==> src/rtl/mcu_spi_pkg.sv <==
// Shared definitions for the MCU SPI slave front end: target IDs, FSM
// encoding, strobe bundle and the target decoder.
package mcu_spi_pkg;

  localparam int DEFAULT_SYNC_STAGES = 2;

  localparam logic [7:0] TGT_SYS = 8'h01;
  localparam logic [7:0] TGT_HID = 8'h02;
  localparam logic [7:0] TGT_OSD = 8'h03;
  localparam logic [7:0] TGT_SDC = 8'h05;

  typedef enum logic [1:0] {
    ST_IDLE = 2'd0,
    ST_CMD  = 2'd1,
    ST_DATA = 2'd2
  } state_t;

  typedef struct packed {
    logic sdc;
    logic osd;
    logic hid;
    logic sys;
  } strobe_t;

  // One-hot strobe for a target ID; unknown IDs select nothing.
  function automatic strobe_t decode_target(input logic [7:0] id);
    strobe_t s;
    s = '0;
    case (id)
      TGT_SYS: s.sys = 1'b1;
      TGT_HID: s.hid = 1'b1;
      TGT_OSD: s.osd = 1'b1;
      TGT_SDC: s.sdc = 1'b1;
      default: ;
    endcase
    return s;
  endfunction

endpackage

==> src/rtl/mcu_spi_sync_ff.sv <==
// Multi-flop synchronizer for one asynchronous input; reset value is
// selectable so idle-high lines come out of reset inactive.
module sync_ff #(
  parameter int   STAGES  = 2,
  parameter logic RST_VAL = 1'b0
) (
  input  logic clk,
  input  logic reset,
  input  logic d_i,
  output logic q_o
);

  logic [STAGES-1:0] chain_q;

  // NOTE: sequential state uses non-blocking assignments so every flop samples pre-edge values.
  always_ff @(posedge clk or posedge reset) begin
    if (reset) begin
      chain_q <= {STAGES{RST_VAL}};
    end else begin
      chain_q <= {chain_q[STAGES-2:0], d_i};
    end
  end

  assign q_o = chain_q[STAGES-1];

endmodule

==> src/rtl/mcu_spi.sv <==
// SPI slave (mode 0) bridging the MCU link to the byte/strobe bus of the
// SYS, HID, OSD and SDC blocks, with per-target readback on MISO.
module mcu_spi
  import mcu_spi_pkg::*;
#(
  parameter int SYNC_STAGES = DEFAULT_SYNC_STAGES
) (
  input  logic       clk,
  input  logic       reset,
  input  logic       spi_io_ss,
  input  logic       spi_io_clk,
  input  logic       spi_io_din,
  output logic       spi_io_dout,
  output logic       mcu_start,
  output logic [7:0] mcu_data,
  output logic       mcu_sys_strobe,
  output logic       mcu_hid_strobe,
  output logic       mcu_osd_strobe,
  output logic       mcu_sdc_strobe,
  input  logic [7:0] mcu_sys_din,
  input  logic [7:0] mcu_hid_din,
  input  logic [7:0] mcu_sdc_din
);

  logic ss_s, sclk_s, din_s;

  sync_ff #(.STAGES(SYNC_STAGES), .RST_VAL(1'b1)) u_sync_ss (
    .clk(clk), .reset(reset), .d_i(spi_io_ss), .q_o(ss_s)
  );
  sync_ff #(.STAGES(SYNC_STAGES), .RST_VAL(1'b0)) u_sync_clk (
    .clk(clk), .reset(reset), .d_i(spi_io_clk), .q_o(sclk_s)
  );
  sync_ff #(.STAGES(SYNC_STAGES), .RST_VAL(1'b0)) u_sync_din (
    .clk(clk), .reset(reset), .d_i(spi_io_din), .q_o(din_s)
  );

  logic                   ss_q, sclk_q;
  logic [SYNC_STAGES-1:0] vld_q;
  logic                   armed_q;
  state_t                 state_q;
  logic [7:0]             rx_q, tx_q, byte_q, target_q, data_q;
  logic [2:0]             bitcnt_q;
  logic                   done_q, skip_q, start_q;
  strobe_t                stb_q;

  logic ss_fall, ss_rise, sclk_rise, sclk_fall;

  // SS edges only count once a genuine high level has been seen after reset,
  // so a frame interrupted by reset is ignored until SS toggles again.
  assign ss_fall   = armed_q &  ss_q & ~ss_s;
  assign ss_rise   = armed_q & ~ss_q &  ss_s;
  assign sclk_rise = ~sclk_q &  sclk_s;
  assign sclk_fall =  sclk_q & ~sclk_s;

  logic [7:0] cur_tgt;
  strobe_t    cur_stb;
  logic [7:0] rb;

  assign cur_tgt = (state_q == ST_CMD) ? byte_q : target_q;
  assign cur_stb = decode_target(cur_tgt);

  // NOTE: every always_comb output gets a default first, so no latch is inferred.
  always_comb begin
    rb = 8'h00;
    case (cur_tgt)
      TGT_SYS: rb = mcu_sys_din;
      TGT_HID: rb = mcu_hid_din;
      TGT_SDC: rb = mcu_sdc_din;
      default: rb = 8'h00;
    endcase
  end

  always_ff @(posedge clk or posedge reset) begin
    if (reset) begin
      ss_q     <= 1'b1;
      sclk_q   <= 1'b0;
      vld_q    <= '0;
      armed_q  <= 1'b0;
      state_q  <= ST_IDLE;
      rx_q     <= 8'h00;
      tx_q     <= 8'h00;
      byte_q   <= 8'h00;
      target_q <= 8'h00;
      data_q   <= 8'h00;
      bitcnt_q <= 3'd0;
      done_q   <= 1'b0;
      skip_q   <= 1'b0;
      start_q  <= 1'b0;
      stb_q    <= '0;
    end else begin
      ss_q    <= ss_s;
      sclk_q  <= sclk_s;
      vld_q   <= {vld_q[SYNC_STAGES-2:0], 1'b1};
      if (vld_q[SYNC_STAGES-1] && ss_s) armed_q <= 1'b1;
      start_q <= 1'b0;
      stb_q   <= '0;
      done_q  <= 1'b0;

      // An SS edge in the same cycle as an SCLK edge takes priority.
      if (ss_rise) begin
        state_q  <= ST_IDLE;
        bitcnt_q <= 3'd0;
        rx_q     <= 8'h00;
      end else if (ss_fall) begin
        state_q  <= ST_CMD;
        bitcnt_q <= 3'd0;
        rx_q     <= 8'h00;
        tx_q     <= 8'h00;
        skip_q   <= 1'b0;
      end else if (state_q != ST_IDLE) begin
        if (sclk_rise) begin
          rx_q     <= {rx_q[6:0], din_s};
          bitcnt_q <= bitcnt_q + 3'd1;
          if (bitcnt_q == 3'd7) begin
            byte_q <= {rx_q[6:0], din_s};
            done_q <= 1'b1;
          end
        end else if (sclk_fall) begin
          if (skip_q) skip_q <= 1'b0;
          else        tx_q   <= {tx_q[6:0], 1'b0};
        end
      end

      // Byte completion is registered one cycle after the capturing edge.
      if (done_q) begin
        data_q <= byte_q;
        stb_q  <= cur_stb;
        tx_q   <= rb;
        skip_q <= 1'b1;
        if (state_q == ST_CMD) begin
          target_q <= byte_q;
          start_q  <= 1'b1;
          if (!ss_rise) state_q <= ST_DATA;
        end
      end
    end
  end

  assign spi_io_dout    = (state_q != ST_IDLE) && tx_q[7];
  assign mcu_start      = start_q;
  assign mcu_data       = data_q;
  assign mcu_sys_strobe = stb_q.sys;
  assign mcu_hid_strobe = stb_q.hid;
  assign mcu_osd_strobe = stb_q.osd;
  assign mcu_sdc_strobe = stb_q.sdc;

endmodule
==> config.mk <==
export PLATFORM = sky130hd
export DESIGN_NAME = mcu_spi
export DESIGN_NICKNAME = d
export VERILOG_FILES = /design/src/rtl/mcu_spi_pkg.sv /design/src/rtl/mcu_spi_sync_ff.sv /design/src/rtl/mcu_spi.sv
export SDC_FILE = /design/constraint.sdc
export NUM_CORES = 1
export LEC_CHECK = 0
export CAP_MARGIN = 10
export CORE_MARGIN = 1
export CORE_UTILIZATION = 50
export DETAILED_ROUTE_END_ITERATION = 8
export GPL_ROUTABILITY_DRIVEN = 0
export PLACE_DENSITY = 0.75
export SLEW_MARGIN = 15
export SYNTH_ARGS = -nofsm -noshare
export SYNTH_HDL_FRONTEND = slang
export SYNTH_SLANG_ARGS = --single-unit
export TNS_END_PERCENT = 5
==> constraint.sdc <==
create_clock -name clk -period 5.86 [get_ports clk]
set_clock_uncertainty 0.05 [all_clocks]
set_input_delay 0.586 -clock clk [delete_from_list [all_inputs] [get_ports clk]]
set_output_delay 0.586 -clock clk [all_outputs]
set_load 0.1 [all_outputs]
## Word-level counts from Yosys, hierarchy flattened

Cells that the tools add are included.

| storage, ports and cells | value |
|---|---|
| bits in registers | 62 |
| output and inout bits | 14 |

| operators by class | value |
|---|---|
| eq/ne operators | 9 |
| mux-type cells | 40 |
| reduce and logical (&&, ||, !) cells | 11 |
| bitwise operators | 12 |
| add/sub/neg operators | 1 |

Operators by type and width:

| cell | count |
|---|---|
| 2-to-1 mux 8 bit | 8 |
| 2-to-1 mux 7 bit | 4 |
| case mux 8 bit (3 select lines) | 1 |
| 2-to-1 mux 1 bit | 17 |
| equality test 8 x 2 -> 1 bit (second input constant) | 2 |
| 2-to-1 mux 3 bit | 4 |
| nonzero test 3 bit | 4 |
| 2-to-1 mux 2 bit | 5 |
| AND reduction 5 bit | 2 |
| equality test 8 x 1 -> 1 bit (second input constant) | 1 |
| equality test 8 x 3 -> 1 bit (second input constant) | 1 |
| AND 1 bit | 6 |
| inverter 1 bit | 6 |
| 2-to-1 mux 4 bit | 1 |
| AND reduction 4 bit | 1 |
| adder 3 x 1 -> 3 bit (second input constant) | 1 |
| equality test 3 bit (second input constant) | 1 |
| inequality test 3 x 2 -> 1 bit (second input constant) | 1 |
| inequality test 3 bit (second input constant) | 1 |
| equality test 2 x 1 -> 1 bit (second input constant) | 1 |
| logical AND 1 bit | 2 |
| inequality test 2 bit (second input constant) | 1 |
| AND reduction 2 bit | 1 |
| nonzero test 2 bit | 1 |

## Longest topological paths before layout

Gate-level depths: netlist of run 1.

| depth | value |
|---|---|
| word-level depth | 8 |
| gate-level depth with buffers | 8 |

## Cells and area by module

Synthesis of run 1 repeated with hierarchy kept, for this count alone.

| unflattened totals | value |
|---|---|
| cells, all modules | 256 |
| area total of the unflattened synthesis | 2,912.8 um2 |

By module, submodules not included:

| module | cells each | area an instance (um2) | instances | sequential area each (um2) |
|---|---|---|---|---|
| mcu_spi | 247 | 2,748.9 | 1 | 1,402.6 |
| sync_ff (u_sync_clk ...) | 3 | 53.8 | 2 | 50.0 |
| sync_ff (u_sync_ss) | 3 | 56.3 | 1 | 52.6 |

## Worst setup path after synthesis of run 1

Ideal clock, no wire load.

| timing path | value |
|---|---|
| kind | register to output |
| start | register state_q[0] |
| end | output port spi_io_dout |
| arrival | 1.820 ns |
| path slack | 3.404 ns |
| cell stages (with the launch flop) | 3 |
| data required time | 5.224 ns |
| path buffers | 0 |
| cell sequence | dfrtp_1 > nor2_1 > nor2b_1 |

| between the ends | value |
|---|---|
| cells in the longest elaborated chain, start to end | 2 |

RTL lines:

| what | line | text |
|---|---|---|
| from (decl) | mcu_spi.sv:40 | `state_t state_q;` |
| from (signal assigned) | mcu_spi.sv:79 | `state_q <= ST_IDLE;` |
| from (signal assigned) | mcu_spi.sv:101 | `state_q <= ST_IDLE;` |
| from (signal assigned) | mcu_spi.sv:105 | `state_q <= ST_CMD;` |
| nonzero test 2 bit | mcu_spi.sv:139 | `assign spi_io_dout = (state_q != ST_IDLE) && tx_q[7];` |
| logical AND 1 bit | mcu_spi.sv:139 |  |
| to (decl) | mcu_spi.sv:13 | `output logic spi_io_dout,` |

No other way between the ends.

## Worst setup path in the final report of run 1

Same ends and word-level chain as after synthesis.

==> results.toml, run 1 <==
[global_route]
grt_pass1_wl_mm = 9.25
total_congestion_overflow = 0
largest_net_degree_at_the_start_of_global_routing = 63
grt_pass1_vias = 1924
grt_util_all_layers_pct = 20.4
grt_antenna_before_repair = 0

[layout]
post-route-util_pct = 66.0
syn_to_layout_area_delta_pct = 23.3
most_common_cell_after_layout_fill_and_taps_aside = "sky130_fd_sc_hd__dfrtp_1"
fillCellCount = 437
post-route-cell-area_sq_um = 3480
drive_gt1_share_pct = 17.6
nets = 316
total_inserted_antenna_cells = 0
final_cell_mix = "sky130_fd_sc_hd__dfrtp_1, sky130_fd_sc_hd__clkdlybuf4s50_1, sky130_fd_sc_hd__nand2_1"

[die]
start_util_pct = 53.5
die_width_microns = 77.1
die_h_microns = 77.1
std_cell_rows = 26
fp.coreArea_sq_um = 5270
pin_count = 43
die_area_sq_um = 5950

[setup_path]
cp_cell_sequence = "nor2_1, nor2b_1, clkdlybuf4s50_1"
critical_path.slowest_cell = "sky130_fd_sc_hd__clkdlybuf4s50_1"
critical_path_buf_inv_count = 1
path_max_fanout = 7
arr_time_crit_path_ns = 2.14
critPathTopFamily = "buffers and inverters"
regToRegStartpoint = "state_q[1]"
cp_slowest_stage_delay_ns = 0.97
worst-endpoint-required_ns = 5.22
r2r_slack_ns = 3.40
path_class = "reg2out"
crit_path_start = "state_q[0]"
startpoint_type_of_the_worst_setup_path = "register"
end_kind = "output port"

[drt]
drcViolationCount = 0
detailroute.via_count = 2026
routed_wire_length_per_instance_microns = 15.5
drt-total-wl_mm = 5.56
drt_first_pass_iters = 4
vias_per_cell = 5.63
drt_iter0_markers = 111
ant_nets = 0

[synthesis]
post_synth_instance_area_sq_um = 2820
ys.warnings.count = 0
synth.yosys.seq_area_share_pct = 55.1
async_reset_ff_share_pct = 100
dominantRegCellSynth = "sky130_fd_sc_hd__dfrtp_1"
synthesis.instances = 240
library_cells_used_by_synthesis = 44
synth.net_count = 271
synth_edf_count = 0
postSynthAreaPerCell_sq_um = 11.8
ys_ff_latch = 62

[sta]
worst-slew-pin-transition_ns = 1.13
fin_crit_ns = 2.77
final_worst_path_cycle_share_pct = 47.3
timing.setup.tns_ns = 0
rsz_0062_raised_after_global_routing = "false"
final-max-slew-violation-count = 0
finalHoldViolCount = 0
setup_violations = 0
fmax_ghz = 0.361
timing.slew.headroom_pct = 24.4

[pwr]
finalPower_mw = 0.877
power_per_cell_area_nw_per_um2 = 252
leakagePower_nw = 1.50
ir_worst_vdd_uv = 187

[worst_hold_path]
hp-class = "reg2reg"
timing.hold.worst.start = "u_sync_din.chain_q[0]"

[clock_tree]
clkTransAtPathRegs_ns = 0.06
cts_tree = "built"
ctsLongestPathBuffers = 2
clkSinkCount = 62
count_of_instances_resized_after_the_clock_tree_is_built = 0
cts-root-buf = "sky130_fd_sc_hd__clkbuf_8"
worst_skew_pair.late_latency_ns = 0.33
clock_buffer_count_from_cts = 9
postCtsSetupBuffers = 0
htreeDepth = 3
post_cts_hold_buffer_count = 0

[place]
dpl_cell_area_sq_um = 3290
io_buffer_count = 42
dp.final_hpwl_mm = 3.69

[job]
max_capacitance_violation_count = 0

[status]
result_of_the_run = "finished clean"
## per-layer routing
metal	part of all wire (%)	wire, microns	global-route usage [%]
met1	49	2710	29.0
met5	0	0	0
met2	44	2470	29.1
met4	1.1	63	7.92
met3	5.6	314	5.95
## logic make-up (layout without fill, tap and decap cells)
group / Yosys count / after routing / synth area share [%]
AOI/OAI and AO/OA: 47 / 47 / 13.5
xor gates and xnor gates: 1 / 1 / 0.310
adders and majority gates: 2 / 2 / 0.887
buffers and inverters: 18 / 68 / 3.10
DFF: 62 / 62 / 55.1
muxes: 28 / 28 / 11.0
other: 1 / 1 / 0.133
and+or+nand+nor: 81 / 81 / 16.0
## report_power, final
part           leakage (nW)  switching (mW)  internal (mW)
Sequential            0.824         0.00982          0.442
Combinational         0.576          0.0437         0.0391
Clock                0.0954           0.156          0.187
## flip-flops by register name, summed over array words and instances, names as in the netlist, 3 cells and up
name / flops
tx_q: 8
rx_q: 7
target_q: 8
byte_q: 8
mcu_data: 8
bitcnt_q: 3
## Yosys cell counts, types with 3 or more instances
library cell                number  area, sq um
sky130_fd_sc_hd__o21a_1          7         52.6
sky130_fd_sc_hd__a21oi_1         3         15.0
sky130_fd_sc_hd__dfrtp_1        59         1480
sky130_fd_sc_hd__nor3b_1         8         60.1
sky130_fd_sc_hd__buf_2           4         20.0
sky130_fd_sc_hd__a211oi_1        7         52.6
sky130_fd_sc_hd__a2111oi_1       6         60.1
sky130_fd_sc_hd__nor3_1          3         15.0
sky130_fd_sc_hd__dfstp_2         3         78.8
sky130_fd_sc_hd__nor4_1          3         18.8
sky130_fd_sc_hd__nor4b_1         8         70.1
sky130_fd_sc_hd__o21ai_0        13         65.1
sky130_fd_sc_hd__nand2_1        24         90.1
sky130_fd_sc_hd__mux2_2         16          180
sky130_fd_sc_hd__inv_1           8         30.0
sky130_fd_sc_hd__nor2_1         21         78.8
sky130_fd_sc_hd__clkbuf_1        4         15.0
sky130_fd_sc_hd__mux2i_1        10          100
sky130_fd_sc_hd__nand2b_1        4         25.0
## final timing paths
path,end,depth (start not counted)
max,spi_io_dout,3
min,u_sync_din.chain_q[1],0
max reg2reg,tx_q[3],5
min reg2reg,u_sync_din.chain_q[1],0
max in group asynchronous,mcu_osd_strobe,3
min in group asynchronous,byte_q[0],3
## through the flow
step | hold WS (ns) | std cells | worst slack (ns)
floorplan | 0.281 | 240 | 3.40
global placement | 0.284 | 344 | 3.45
detailed placement | 0.293 | 344 | 3.43
CTS | 0.307 | 360 | 3.07
global route | 0.313 | 360 | 2.97
finish | 0.303 | 360 | 3.09
## area by class of cell
class                   count  area (sq um)  area share (%)
flip-flops and latches     62          1560            44.7
clock buffers              13           169            4.86
clock inverters             3          17.5           0.504
inverters                   8          30.0           0.863
multi-input cells         160          1180            34.0
repair buffers             44           435            12.5
well taps                  70          87.6            2.52
## worst register-to-register path, stage by stage (launching register included)
cell                       delay (ns)
sky130_fd_sc_hd__dfrtp_1         0.42
sky130_fd_sc_hd__nand2b_1        0.34
sky130_fd_sc_hd__a32oi_2         0.68
sky130_fd_sc_hd__nor2_1          0.22
sky130_fd_sc_hd__o31ai_4         0.47
sky130_fd_sc_hd__a211oi_1        0.14
No activity file was read; power rests on OpenSTA's default activity.
==> run 2: changes to the inputs <==
==> constraint.sdc (replaced) <==
create_clock -name clk -period 2.7 [get_ports clk]
set_clock_uncertainty 0.05 [all_clocks]
set_input_delay 0.27 -clock clk [delete_from_list [all_inputs] [get_ports clk]]
set_output_delay 0.27 -clock clk [all_outputs]
set_load 0.1 [all_outputs]
==> results.toml, run 2 (synthesis results as in run 1) <==
[pwr]
ir_worst_vdd_uv = 520
leakagePower_nw = 1.55
power_switching_mw = 0.459
share_clk_of_total_power_pct = 38.0
power.internal_mw = 1.42
power_per_cell_area_nw_per_um2 = 541
power_frac_seq_pct = 52.0
swShare_pct = 24.4
comb_pwr_share_pct = 9.9

[global_route]
total_congestion_overflow = 0
grt_pass1_vias = 2065
grt_antenna_before_repair = 0
grt_pass1_wl_mm = 10.1
grt_util_all_layers_pct = 22.3
largest_net_degree_at_the_start_of_global_routing = 27

[layout]
post-route-cell-area_sq_um = 3480
total_inserted_antenna_cells = 0
final_cell_mix = "sky130_fd_sc_hd__dfrtp_1, sky130_fd_sc_hd__clkdlybuf4s50_1, sky130_fd_sc_hd__nand2_1"
fin_cells = 365
syn_to_layout_area_delta_pct = 23.2
drive_gt1_share_pct = 24.1
nets = 322
most_common_cell_after_layout_fill_and_taps_aside = "sky130_fd_sc_hd__dfrtp_1"

[setup_path]
cp_slowest_stage_delay_ns = 0.51
arr_time_crit_path_ns = 2.43
startpoint_type_of_the_worst_setup_path = "register"
cp_cell_sequence = "nand2b_1, mux2i_2, nor3_1, o31ai_4, a211oi_1"
worst-endpoint-required_ns = 2.84
critical_path.slowest_cell = "sky130_fd_sc_hd__mux2i_2"
path_class = "reg2reg"
path_max_fanout = 9
end_kind = "register"

[drt]
drcViolationCount = 0
ant_nets = 0
detailroute.via_count = 2009
drt_first_pass_iters = 4
routed_wire_length_per_instance_microns = 16.0
drt-total-wl_mm = 5.85
drt_iter0_markers = 101
vias_per_cell = 5.50

[sta]
final-max-slew-violation-count = 0
rsz_0062_raised_after_global_routing = "false"
fmax_ghz = 0.438
setup_violations = 0
fin_crit_ns = 2.28
hold_ws_ns = 0.237
final_worst_path_cycle_share_pct = 84.5
timing.setup.tns_ns = 0
finalHoldViolCount = 0
timing.slew.headroom_pct = 65.1
worst-slew-pin-transition_ns = 0.522

[clock_tree]
cts_tree = "built"
clkTransAtPathRegs_ns = 0.07
ctsLongestPathBuffers = 2
cts-root-buf = "sky130_fd_sc_hd__clkbuf_8"
post_cts_hold_buffer_count = 0
clkSinkCount = 62
clock_buffer_count_from_cts = 9
worst_skew_pair.late_latency_ns = 0.34
postCtsSetupBuffers = 0
htreeDepth = 3
count_of_instances_resized_after_the_clock_tree_is_built = 0

[job]
max_capacitance_violation_count = 0

[die]
die_h_microns = 77.1
die_area_sq_um = 5950
die_width_microns = 77.1
fp.coreArea_sq_um = 5270
start_util_pct = 53.5
std_cell_rows = 26
pin_count = 43

[worst_hold_path]
hp-class = "in2async"

[status]
result_of_the_run = "finished clean"

[place]
dp.final_hpwl_mm = 4.19
dpl_cell_area_sq_um = 3300
io_buffer_count = 42
placed_cells = 350
-- run 2: cell type report --
type	count	area [sq um]
Clock inverter	4	22.5
Fill cell	411	1790
Timing Repair Buffer	50	445
Inverter	8	30.0
Tap cell	70	87.6
Clock buffer	11	151
Sequential cell	62	1560
Multi-Input combinational cell	160	1180
-- run 2: per-stage QoR --
stage / util, % / power, mW / setup WS (ns)
after floorplan: - / 1.11 / 0.560
after global placement: 62.7 / 1.18 / 0.556
after detailed placement: 62.7 / 1.18 / 0.444
after CTS: 66.0 / 1.90 / 0.437
after global routing: 66.0 / 1.96 / 0.215
final: 66.0 / 1.88 / 0.418
-- run 2: worst max-delay path, delay by kind of cell (launching register included) --
| kind | cells | cell delay (ns) |
|---|---|---|
| DFF | 1 | 0.43 |
| muxes | 1 | 0.51 |
| AOI/OAI and AO/OA | 2 | 0.57 |
| and+or+nand+nor | 2 | 0.58 |
-- run 2: final timing paths --
check	startpoint	end	slack [ns]	depth (start not counted)
max	state_q[1]	tx_q[7]	0.42	5
max reg2reg	state_q[1]	tx_q[7]	0.42	5
min reg2reg	vld_q[0]	vld_q[1]	0.29	0
min in group clk	spi_io_ss	u_sync_ss.chain_q[0]	0.29	1
min	reset	skip_q	0.24	2
max in group asynchronous	reset	target_q[4]	1.70	3
-- run 2: metal layers --
layer	wire length (microns)	vias to the layer above	track usage, %
met3	345	10	6.43
met5	0	-	0
met1	2760	970	30.5
met4	102	0	9.43
li1	-	974	-
met2	2640	55	32.9
-- run 2: power groups by stage --
stage / clock network (mW) / registers, mW / logic, mW
floorplan: 0 / 0.989 / 0.120
global placement: 0 / 0.994 / 0.183
detailed placement: 0 / 0.995 / 0.188
CTS: 0.735 / 0.978 / 0.189
global route: 0.777 / 0.982 / 0.206
finish: 0.715 / 0.978 / 0.187
==> run 3: changes to the inputs <==
--- a/config.mk
+++ b/config.mk
@@ -7,7 +7,7 @@
 export LEC_CHECK = 0
 export CAP_MARGIN = 10
 export CORE_MARGIN = 1
-export CORE_UTILIZATION = 50
+export CORE_UTILIZATION = 48
 export DETAILED_ROUTE_END_ITERATION = 8
 export GPL_ROUTABILITY_DRIVEN = 0
 export PLACE_DENSITY = 0.75
==> constraint.sdc (replaced) <==
create_clock -name clk -period 2 [get_ports clk]
set_clock_uncertainty 0.05 [all_clocks]
set_input_delay 0.2 -clock clk [delete_from_list [all_inputs] [get_ports clk]]
set_output_delay 0.2 -clock clk [all_outputs]
set_load 0.1 [all_outputs]
==> results.toml, run 3 (synthesis results as in run 1) <==
[sta]
final_worst_path_setup_slack_ns = 0.0129
finalHoldViolCount = 0
final-max-slew-violation-count = 0
final_worst_path_cycle_share_pct = 99.4
fmax_ghz = 0.503
hold_ws_ns = 0.137
fin_crit_ns = 1.99
setup_violations = 0
rsz_0062_raised_after_global_routing = "true"

[drt]
vias_per_cell = 5.47
drt_first_pass_iters = 4
drcViolationCount = 0
drt_iter0_markers = 109
ant_nets = 0
routed_wire_length_per_instance_microns = 15.9
detailroute.via_count = 2133
drt-total-wl_mm = 6.22

[pwr]
power_per_cell_area_nw_per_um2 = 678
finalPower_mw = 2.65
leakagePower_nw = 1.71
ir_worst_vdd_uv = 471

[setup_path]
regToRegStartpoint = "state_q[1]"
arr_time_crit_path_ns = 2.12
r2r_slack_ns = 0.01
end_kind = "register"
critical_path.slowest_cell = "sky130_fd_sc_hd__a2111o_2"
startpoint_type_of_the_worst_setup_path = "register"
path_max_fanout = 7
worstReg2RegEnd = "tx_q[3]"
worst_r2r_path_depth = 6
cp_slowest_stage_delay_ns = 0.51
path_class = "reg2reg"
worst-endpoint-required_ns = 2.14
cp_cell_sequence = "buf_4, nor2_1, a2111o_2, o21a_1, a2111oi_2, a211oi_1"

[die]
die_width_microns = 78.7
pin_count = 43
fp.coreArea_sq_um = 5570
die_area_sq_um = 6190
die_h_microns = 78.7
std_cell_rows = 27
start_util_pct = 50.6

[layout]
drive_gt1_share_pct = 35.5
area.sequential_sq_um = 1560
nets = 344
most_common_cell_after_layout_fill_and_taps_aside = "sky130_fd_sc_hd__dfrtp_1"
fillCellCount = 403
footprint_of_the_multi_input_gates_sq_um = 1390
total_inserted_antenna_cells = 0
final_cell_mix = "sky130_fd_sc_hd__dfrtp_1, sky130_fd_sc_hd__buf_4, sky130_fd_sc_hd__clkdlybuf4s50_1"
syn_to_layout_area_delta_pct = 38.3

[clock_tree]
worst_skew_pair.late_latency_ns = 0.33
clock_buffer_count_from_cts = 9
clkSinkCount = 62
htreeDepth = 3
cts_tree = "built"
ctsLongestPathBuffers = 2
post_cts_hold_buffer_count = 0
cts-root-buf = "sky130_fd_sc_hd__clkbuf_8"
clkTransAtPathRegs_ns = 0.06

[global_route]
grt_antenna_before_repair = 0
grt_pass1_wl_mm = 10.1
largest_net_degree_at_the_start_of_global_routing = 26
grt_util_all_layers_pct = 22.2
grt_pass1_vias = 2068
total_congestion_overflow = 0

[place]
dp.final_hpwl_mm = 4.24
io_buffer_count = 42
dp_worst_setup_slack_ns = -0.122

[worst_hold_path]
hp-class = "in2async"

[job]
max_capacitance_violation_count = 0

[status]
result_of_the_run = "finished clean"
==> run 3: changes by cell type in the layout (fill, tap and decap cells not counted), moves of 2 or more <==
cell,previous run,this run
sky130_fd_sc_hd__buf_4,22,38
sky130_fd_sc_hd__nor4b_1,8,1
sky130_fd_sc_hd__nor4b_2,0,7
sky130_fd_sc_hd__a2111oi_1,6,0
sky130_fd_sc_hd__clkbuf_1,0,6
sky130_fd_sc_hd__nor3b_1,7,2
sky130_fd_sc_hd__nor3b_2,1,6
sky130_fd_sc_hd__a2111oi_2,1,5
sky130_fd_sc_hd__buf_12,0,4
sky130_fd_sc_hd__clkinv_2,3,0
sky130_fd_sc_hd__a2111oi_4,0,2
sky130_fd_sc_hd__clkbuf_8,11,9
sky130_fd_sc_hd__dfrtp_1,59,57
sky130_fd_sc_hd__dfrtp_2,0,2
==> run 3: how the worst max path moves through the flow <==
stage | start | end | slack (ns) | depth (start not counted)
floorplan | ss_q | tx_q[1] | 0.02 | 6
global placement | ss_q | tx_q[1] | -0.12 | 5
detailed placement | ss_q | tx_q[1] | -0.12 | 5
CTS | state_q[1] | tx_q[5] | -0.02 | 6
global route | state_q[1] | tx_q[7] | -0.05 | 6
finish | state_q[1] | tx_q[3] | 0.01 | 6
==> run 3: layout make-up <==
cell class / instances / area share, %
Sequential cell: 62 / 39.9
Multi-Input combinational cell: 161 / 35.7
Timing Repair Buffer: 71 / 16.8
Clock buffer: 15 / 3.75
Tap cell: 72 / 2.31
Clock inverter: 1 / 0.769
Inverter: 8 / 0.769
==> run 3: what timing repair did <==
| action | CTS | global route |
|---|---|---|
| pin swaps | 3 | 5 |
| cloned | 1 | 0 |
| endpoints found under the setup margin | 8 | 8 |
| resized for setup | 13 | 21 |
| setup buffers | 1 | 0 |
==> run 3: power by group <==
group	internal, mW	total [mW]	leakage, nW	switching (mW)
Combinational	0.162	0.313	0.800	0.151
Sequential	1.29	1.32	0.822	0.0295
Clock	0.579	1.01	0.0859	0.431
Total	2.04	2.65	1.71	0.611
==> run 3: critical path: cells and delay by family, from the launching register on <==
kind,cells,cell delay (ns)
and+or+nand+nor,1,0.07
AOI/OAI and AO/OA,4,1.16
DFF,1,0.42
buffers and inverters,1,0.14
==> run 3: through the flow <==
step,TNS (ns),utilization [%],instance area (sq um),cells
finish,0,70.0,3900,390
global route,-0.233,70.0,3900,390
CTS,-0.0479,67.9,3790,390
detailed placement,-0.769,62.9,3510,372
global placement,-0.594,62.9,3510,372
floorplan,0,-,2820,240
==> run 3: routing by layer <==
layer | vias to the layer above | share of wire [%] | GRT usage [%] | routed length, microns
li1 | 1018 | - | - | -
met1 | 1048 | 44 | 29.5 | 2760
met2 | 60 | 48 | 33.7 | 3000
met3 | 7 | 6.0 | 7.91 | 372
met4 | 0 | 1.3 | 7.78 | 83
met5 | - | 0 | 0 | 0
